===== src/rtl/minirisc_seq_pkg.sv =====
// Shared encodings for the MiniRISC multi-cycle sequencer: FSM states,
// opcode classes and PC source selects.
package minirisc_seq_pkg;

  localparam logic [2:0] ST_IDLE   = 3'd0;
  localparam logic [2:0] ST_FETCH  = 3'd1;
  localparam logic [2:0] ST_DECODE = 3'd2;
  localparam logic [2:0] ST_EXEC   = 3'd3;
  localparam logic [2:0] ST_MEM    = 3'd4;
  localparam logic [2:0] ST_WB     = 3'd5;
  localparam logic [2:0] ST_HALTED = 3'd6;

  localparam logic [3:0] OP_ALUR   = 4'd0;
  localparam logic [3:0] OP_ALUI   = 4'd1;
  localparam logic [3:0] OP_LOAD   = 4'd2;
  localparam logic [3:0] OP_STORE  = 4'd3;
  localparam logic [3:0] OP_BRANCH = 4'd4;
  localparam logic [3:0] OP_JUMP   = 4'd5;
  localparam logic [3:0] OP_HALT   = 4'd15;

  localparam logic [1:0] PC_SRC_INC    = 2'd0;
  localparam logic [1:0] PC_SRC_BRANCH = 2'd1;
  localparam logic [1:0] PC_SRC_JUMP   = 2'd2;

  // Opcodes 6..14 are reserved and trap as illegal.
  function automatic logic op_is_legal(input logic [3:0] op);
    return (op <= OP_JUMP) || (op == OP_HALT);
  endfunction

endpackage


===== src/rtl/minirisc_mem_wait_timer.sv =====
// Counts memory wait cycles for the current request and flags expiry on the
// last permitted wait cycle.
module minirisc_mem_wait_timer #(
  parameter int MEM_TIMEOUT = 15
) (
  input  logic i_clk,
  input  logic i_rst_n,
  input  logic i_clear,
  input  logic i_wait,
  output logic o_expired
);

  localparam logic [7:0] LP_LAST = 8'(MEM_TIMEOUT - 1);

  logic [7:0] r_cnt;

  // Expiry is qualified by an active wait, so a same-cycle ready never trips it.
  assign o_expired = i_wait && (r_cnt == LP_LAST);

  always_ff @(posedge i_clk or negedge i_rst_n) begin
    if (!i_rst_n) begin
      r_cnt <= '0;
    end else if (i_clear) begin
      r_cnt <= '0;
    end else if (i_wait) begin
      r_cnt <= r_cnt + 8'd1;
    end
  end

endmodule


===== src/rtl/minirisc_multicycle_sequencer.sv =====
// Multi-cycle FETCH/DECODE/EXEC/MEM/WB sequencer for the MiniRISC datapath,
// with a timed handshake to a variable-latency unified memory.
module minirisc_multicycle_sequencer
  import minirisc_seq_pkg::*;
#(
  parameter int CNT_W       = 16,
  parameter int MEM_TIMEOUT = 15
) (
  input  logic             clk,
  input  logic             rst,
  input  logic             start,
  input  logic [3:0]       opcode,
  input  logic             branch_taken,
  input  logic             mem_ready,
  output logic             mem_req,
  output logic             mem_we,
  output logic             mem_addr_sel,
  output logic             ir_we,
  output logic             pc_we,
  output logic [1:0]       pc_src,
  output logic             reg_we,
  output logic             halted,
  output logic             bus_error,
  output logic             illegal_op,
  output logic [2:0]       state,
  output logic [CNT_W-1:0] instr_count
);

  logic [2:0]       r_state;
  logic             r_mem_req;
  logic             r_mem_we;
  logic             r_mem_addr_sel;
  logic             r_halted;
  logic             r_bus_error;
  logic             r_illegal_op;
  logic [CNT_W-1:0] r_instr_count;

  logic [2:0] w_next_state;
  logic       w_ir_we;
  logic       w_pc_we;
  logic [1:0] w_pc_src;
  logic       w_reg_we;
  logic       w_retire;
  logic       w_illegal;
  logic       w_timeout;
  logic       w_wait;
  logic       w_expired;

  assign w_wait = ((r_state == ST_FETCH) || (r_state == ST_MEM)) && !mem_ready;

  // Every state change is an entry into a new step, so it restarts the wait count.
  minirisc_mem_wait_timer #(
    .MEM_TIMEOUT(MEM_TIMEOUT)
  ) u_wait_timer (
    .i_clk     (clk),
    .i_rst_n   (rst),
    .i_clear   (w_next_state != r_state),
    .i_wait    (w_wait),
    .o_expired (w_expired)
  );

  always_comb begin
    w_next_state = r_state;
    w_ir_we      = 1'b0;
    w_pc_we      = 1'b0;
    w_pc_src     = PC_SRC_INC;
    w_reg_we     = 1'b0;
    w_retire     = 1'b0;
    w_illegal    = 1'b0;
    w_timeout    = 1'b0;
    case (r_state)
      ST_IDLE: begin
        if (start) w_next_state = ST_FETCH;
      end
      ST_FETCH: begin
        if (mem_ready) begin
          w_ir_we      = 1'b1;
          w_pc_we      = 1'b1;
          w_next_state = ST_DECODE;
        end else if (w_expired) begin
          w_timeout    = 1'b1;
          w_next_state = ST_HALTED;
        end
      end
      ST_DECODE: begin
        if (opcode == OP_HALT) begin
          w_retire     = 1'b1;
          w_next_state = ST_HALTED;
        end else if (!op_is_legal(opcode)) begin
          w_illegal    = 1'b1;
          w_next_state = ST_HALTED;
        end else begin
          w_next_state = ST_EXEC;
        end
      end
      ST_EXEC: begin
        case (opcode)
          OP_LOAD, OP_STORE: w_next_state = ST_MEM;
          OP_BRANCH: begin
            w_pc_we      = branch_taken;
            w_pc_src     = PC_SRC_BRANCH;
            w_retire     = 1'b1;
            w_next_state = ST_FETCH;
          end
          OP_JUMP: begin
            w_pc_we      = 1'b1;
            w_pc_src     = PC_SRC_JUMP;
            w_retire     = 1'b1;
            w_next_state = ST_FETCH;
          end
          default: w_next_state = ST_WB;
        endcase
      end
      ST_MEM: begin
        if (mem_ready) begin
          if (opcode == OP_STORE) begin
            w_retire     = 1'b1;
            w_next_state = ST_FETCH;
          end else begin
            w_next_state = ST_WB;
          end
        end else if (w_expired) begin
          w_timeout    = 1'b1;
          w_next_state = ST_HALTED;
        end
      end
      ST_WB: begin
        w_reg_we     = 1'b1;
        w_retire     = 1'b1;
        w_next_state = ST_FETCH;
      end
      ST_HALTED: w_next_state = ST_HALTED;
      default:   w_next_state = ST_IDLE;
    endcase
  end

  // Bus controls are registered from the next state: no path from mem_ready.
  always_ff @(posedge clk or negedge rst) begin
    if (!rst) begin
      r_state        <= ST_IDLE;
      r_mem_req      <= 1'b0;
      r_mem_we       <= 1'b0;
      r_mem_addr_sel <= 1'b0;
      r_halted       <= 1'b0;
      r_bus_error    <= 1'b0;
      r_illegal_op   <= 1'b0;
      r_instr_count  <= '0;
    end else begin
      r_state        <= w_next_state;
      r_mem_req      <= (w_next_state == ST_FETCH) || (w_next_state == ST_MEM);
      r_mem_addr_sel <= (w_next_state == ST_MEM);
      r_mem_we       <= (w_next_state == ST_MEM) && (opcode == OP_STORE);
      if (w_next_state == ST_HALTED) r_halted <= 1'b1;
      if (w_timeout) r_bus_error <= 1'b1;
      if (w_illegal) r_illegal_op <= 1'b1;
      if (w_retire) r_instr_count <= r_instr_count + CNT_W'(1);
    end
  end

  assign mem_req      = r_mem_req;
  assign mem_we       = r_mem_we;
  assign mem_addr_sel = r_mem_addr_sel;
  assign ir_we        = w_ir_we;
  assign pc_we        = w_pc_we;
  assign pc_src       = w_pc_src;
  assign reg_we       = w_reg_we;
  assign halted       = r_halted;
  assign bus_error    = r_bus_error;
  assign illegal_op   = r_illegal_op;
  assign state        = r_state;
  assign instr_count  = r_instr_count;

endmodule


===== config.mk =====
export PLATFORM = sky130hd
export DESIGN_NAME = minirisc_multicycle_sequencer
export DESIGN_NICKNAME = d
export VERILOG_FILES = /design/src/rtl/minirisc_seq_pkg.sv /design/src/rtl/minirisc_mem_wait_timer.sv /design/src/rtl/minirisc_multicycle_sequencer.sv
export SDC_FILE = /design/constraint.sdc
export NUM_CORES = 1
export LEC_CHECK = 0
export CORE_MARGIN = 2
export CORE_UTILIZATION = 35
export DETAILED_ROUTE_END_ITERATION = 6
export PLACE_DENSITY = 0.69
export SLEW_MARGIN = 20
export SYNTH_ARGS = -nofsm -noshare
export SYNTH_HDL_FRONTEND = slang
export SYNTH_SLANG_ARGS = --single-unit

===== constraint.sdc =====
create_clock -name clk -period 1.8 [get_ports clk]
set_input_delay 0.27 -clock clk [delete_from_list [all_inputs] [get_ports clk]]
set_output_delay 0.27 -clock clk [all_outputs]
set_load 0.02 [all_outputs]

==> results of run 1 <==
per-stage QoR:
step / std cells / utilization (%) / hold slack [ns]
after floorplan: 175 / - / -0.0256
after global placement: 307 / 49.1 / 0.440
after detailed placement: 307 / 49.1 / 0.447
after CTS: 326 / 55.6 / 0.401
after global routing: 333 / 59.0 / 0.429
final: 333 / 59.0 / 0.375
cells in the mapped netlist, types with 3 or more instances:
| cell type | n | area [um^2] |
|---|---|---|
| sky130_fd_sc_hd__dfrtp_1 | 33 | 826 |
| sky130_fd_sc_hd__xnor2_1 | 16 | 140 |
| sky130_fd_sc_hd__nor2_1 | 13 | 48.8 |
| sky130_fd_sc_hd__nand3_1 | 11 | 55.1 |
| sky130_fd_sc_hd__nand4_1 | 10 | 62.6 |
| sky130_fd_sc_hd__a21oi_1 | 8 | 40.0 |
| sky130_fd_sc_hd__xor2_1 | 7 | 61.3 |
| sky130_fd_sc_hd__inv_1 | 6 | 22.5 |
| sky130_fd_sc_hd__nand2_1 | 6 | 22.5 |
| sky130_fd_sc_hd__and3_1 | 5 | 31.3 |
| sky130_fd_sc_hd__nand2b_1 | 5 | 31.3 |
| sky130_fd_sc_hd__o21ai_0 | 5 | 25.0 |
| sky130_fd_sc_hd__and2_1 | 4 | 25.0 |
| sky130_fd_sc_hd__nor3_1 | 4 | 20.0 |
| sky130_fd_sc_hd__a21o_1 | 3 | 22.5 |
| sky130_fd_sc_hd__ha_1 | 3 | 37.5 |
state kept, by name (all words and copies together) (netlist names):
register and cells:
instr_count 16, u_wait_timer.r_cnt 8, state 3, bus_error 1
halted 1, illegal_op 1, mem_addr_sel 1, mem_req 1
mem_we 1
worst paths after layout:
kind / slack [ns] / endpoint / cells after the start / from
worst max-delay path: -0.07 / u_wait_timer.r_cnt[0]$_DFFE_PN0P_ / 8 / state[1]$_DFF_PN0_
worst min-delay path: 0.38 / instr_count[12]$_DFFE_PN0P_ / 2 / rst
worst max register to register: -0.07 / u_wait_timer.r_cnt[0]$_DFFE_PN0P_ / 8 / state[1]$_DFF_PN0_
worst min register to register: 0.46 / bus_error$_DFFE_PN0P_ / 1 / bus_error$_DFFE_PN0P_
max in group asynchronous: 1.09 / state[0]$_DFF_PN0_ / 2 / rst
min in group clk: 0.46 / bus_error$_DFFE_PN0P_ / 1 / bus_error$_DFFE_PN0P_
worst reg2reg max path: stages (launching register included):
cell	delay [ns]
sky130_fd_sc_hd__dfrtp_1	0.39
sky130_fd_sc_hd__buf_4	0.14
sky130_fd_sc_hd__buf_4	0.12
sky130_fd_sc_hd__buf_4	0.16
sky130_fd_sc_hd__nand2b_4	0.07
sky130_fd_sc_hd__o21ai_1	0.07
sky130_fd_sc_hd__a2111o_1	0.48
sky130_fd_sc_hd__buf_4	0.16
sky130_fd_sc_hd__and4_1	0.16
kinds of logic (layout without fill, tap and decap cells):
kind of cell | count (synthesis) | in the layout
flip-flops | 33 | 33
buffers and inverters | 12 | 100
XOR/XNOR | 23 | 23
multiplexers | 2 | 2
AND/OR/NAND/NOR | 73 | 73
AO/OA/AOI/OAI | 29 | 29
adder cells (fa/ha/maj) | 3 | 3
cells in the final DEF, fill, tap and decap left out, types with 3 or more instances in the layout:
cell | netlist | layout
sky130_fd_sc_hd__clkbuf_8 | 2 | 6
sky130_fd_sc_hd__nand3_4 | 0 | 3
sky130_fd_sc_hd__a21oi_1 | 8 | 4
sky130_fd_sc_hd__and2_1 | 4 | 3
sky130_fd_sc_hd__a21oi_2 | 0 | 3
sky130_fd_sc_hd__nor3_2 | 1 | 3
sky130_fd_sc_hd__nor2_1 | 13 | 11
sky130_fd_sc_hd__xnor2_1 | 16 | 16
sky130_fd_sc_hd__nand3_1 | 11 | 8
sky130_fd_sc_hd__dfrtp_1 | 33 | 32
sky130_fd_sc_hd__and3_1 | 5 | 5
sky130_fd_sc_hd__dlymetal6s2s_1 | 0 | 3
sky130_fd_sc_hd__a21o_1 | 3 | 3
sky130_fd_sc_hd__buf_6 | 0 | 6
sky130_fd_sc_hd__buf_4 | 1 | 41
sky130_fd_sc_hd__nand2b_4 | 0 | 3
sky130_fd_sc_hd__xor2_1 | 7 | 7
sky130_fd_sc_hd__dlygate4sd2_1 | 0 | 4
sky130_fd_sc_hd__inv_2 | 0 | 3
sky130_fd_sc_hd__o21ai_1 | 0 | 3
sky130_fd_sc_hd__clkdlybuf4s50_1 | 0 | 26
sky130_fd_sc_hd__nand2_1 | 6 | 5
sky130_fd_sc_hd__nand4_1 | 10 | 10
power groups by stage:
| stage | sequential (mW) | combinational, mW | clock, mW |
|---|---|---|---|
| 2_1_floorplan | 1.13 | 0.916 | 0 |
| 3_3_place_gp | 1.01 | 1.73 | 0 |
| 3_5_place_dp | 1.01 | 1.75 | 0 |
| 4_1_cts | 0.991 | 2.16 | 0.736 |
| 5_1_grt | 1.01 | 2.73 | 0.772 |
| 6_report | 1.00 | 2.57 | 0.728 |
per-layer routing:
metal  global-route usage [%]  wire length, um  vias to the layer above
met5                        0                0                        -
met1                     21.6             2160                      847
met3                     3.44              199                       10
met2                     29.3             2530                       43
li1                         -                -                      805
met4                     5.09               86                        0
area by class of cell:
cell class / instances / area, um^2
clock buffer: 7 / 86.3
clock inverter: 1 / 30.0
fill: 428 / 2080
inverter: 6 / 26.3
multi-input combinational: 130 / 1140
sequential: 33 / 827
tap: 70 / 87.6
timing repair buffer: 86 / 791
what timing repair did:
action | CTS | global route
setup buffers | 11 | 8
endpoints found under the setup margin | 30 | 31
resized for setup | 44 | 39
cloned | 1 | 0
pin swaps | 19 | 21
==> flow_metrics.tcl, run 1 <==
set metrics [dict create \
    outcome "complete, but fails checks" \
    violations_in_the_final_reports "negative setup slack" \
    worst_path_dominant_cell_family "buffers and inverters" \
    cts_htree_levels 2 \
    critical-path-top-cell-by-count "sky130_fd_sc_hd__buf_4" \
    start_util_pct 36.1 \
    timing.critical_path.fanout_max 5 \
    power-per-cell-area_nw_per_um2 1440 \
    switching_power_mw 1.69 \
    synth-edff-count 0 \
    synth_top_family_by_area "simple AND/OR/NAND/NOR gates" \
    cts_made_buffers 5 \
    row_count 26 \
    dp_hpwl_um 3030 \
    worst-endpoint-arrival_ns 2.04 \
    max_slew.worst_pin.slew_ns 0.502 \
    syn_area_per_cell_um2 10.5 \
    drt_pre_antenna_iters 4 \
    dieWidth_um 76.3 \
    setup_viol 18 \
    power.static_leakage_nw 1.31 \
    initialDrtViolationCount 65 \
    synth_sequential_area_ratio_pct 45.1 \
    detailed_place.area_um2 2490 \
    chipHeight_um 76.3 \
    drt-total-wl_um 4970 \
    hold_buffers 0 \
    maximum_vdd_drop_mv 0.920 \
    finalWeightedCongestion 0.795 \
    synth_compound_area_share_pct 12.2 \
    average_via_count_per_standard_cell 5.12 \
    min-delay-path-class "in -> async" \
    clock_insertion_delay_worst_skew_ns 0.29 \
    synth_fa_ha_area_share_pct 2.05 \
    overflow 0 \
    worst_path_largest_cell_delay_ns 0.48 \
    route.detailed.wl_per_inst_um 14.9 \
    power_mw 4.30 \
    synth-xor-area-share_pct 11.0 \
    pin_count 39 \
    layout-drive-gt1-share_pct 38.8 \
    synth_fp_nets 187 \
    cts_num_sinks 33 \
    vias 1705 \
    power.switching_fraction_pct 39.2 \
    report.final.slew_viol_count 0 \
    grt_antenna_before_repair 0 \
    top_flip_flop_cell_by_instance_count_after_synthesis "sky130_fd_sc_hd__dfrtp_1" \
    dp_worst_setup_slack_ns -0.451 \
    ys_async_sr_fraction_pct 100 \
    layout_setup_ws_ns -0.0663 \
    num-nets-final 274 \
    area.growth.synth_to_final_pct 63.4 \
    worst-path-buf-inv 4 \
    combPwrFrac_pct 59.8 \
    global_routing_usage_summed_across_all_routing_layers_pct 17.0 \
    fmax_ghz 0.536 \
    maxcap_violations 0 \
    intPower_mw 2.61 \
    cts_tree "built" \
    critical_path_class "reg -> reg" \
    core_area_um2 5070 \
    fp.dieArea_um2 5830 \
    grt_first_pass_wirelength_um 8070 \
    cp_capture_type "flip-flop" \
    synth-simple-area-share_pct 24.1 \
    clk_transition_reported_paths_ns 0.07 \
    synthDistinctLibCells 47 \
    rsz_0062_raised_after_global_routing "yes" \
    yosys_warnings 0 \
    finalHoldViolations 0 \
    grt_max_degree 34 \
    timing.max_slew.rel_slack_pct 66.3 \
    crit_slowest_cell "sky130_fd_sc_hd__a2111o_1" \
    multiplexer_area_fraction_after_synthesis_pct 1.16 \
    period_needed_ns 1.87 \
    ant_nets 0 \
    drc 0 \
    timing.setup.tns_ns -0.644 \
    antenna-diode-count 0 \
    final_design_area_no_fill_um2 2990 \
    timing.critical_path.cells "buf_4 > buf_4 > buf_4 > nand2b_4 > o21ai_1 > a2111o_1 > buf_4 > and4_1" \
    netlist_instances 175 \
    cts-root-buf "sky130_fd_sc_hd__clkbuf_8" \
    cts_max_path_buffers 2 \
    final.period_utilization_pct 104 \
    placement.io_buffers 38 \
    setup.worst_path.start_class "flip-flop" \
    worst-endpoint-required_ns 1.97 \
    yosys_register_bits 33 \
    power_frac_seq_pct 23.3 \
    power_frac_clock_pct 16.9 \
    first_global_vias 1681 \
    clock-skew-final_ns 0.00738 \
    area_of_the_mapped_netlist_um2 1830 \
]
No activity file was read; power rests on OpenSTA's default activity.
==> inputs of run 2 (changes only) <==
Settings changed: CAP_MARGIN from default to 0.
==> results of run 2 <==
Same layout as run 1: the final DEF is identical, and so are final timing and power.
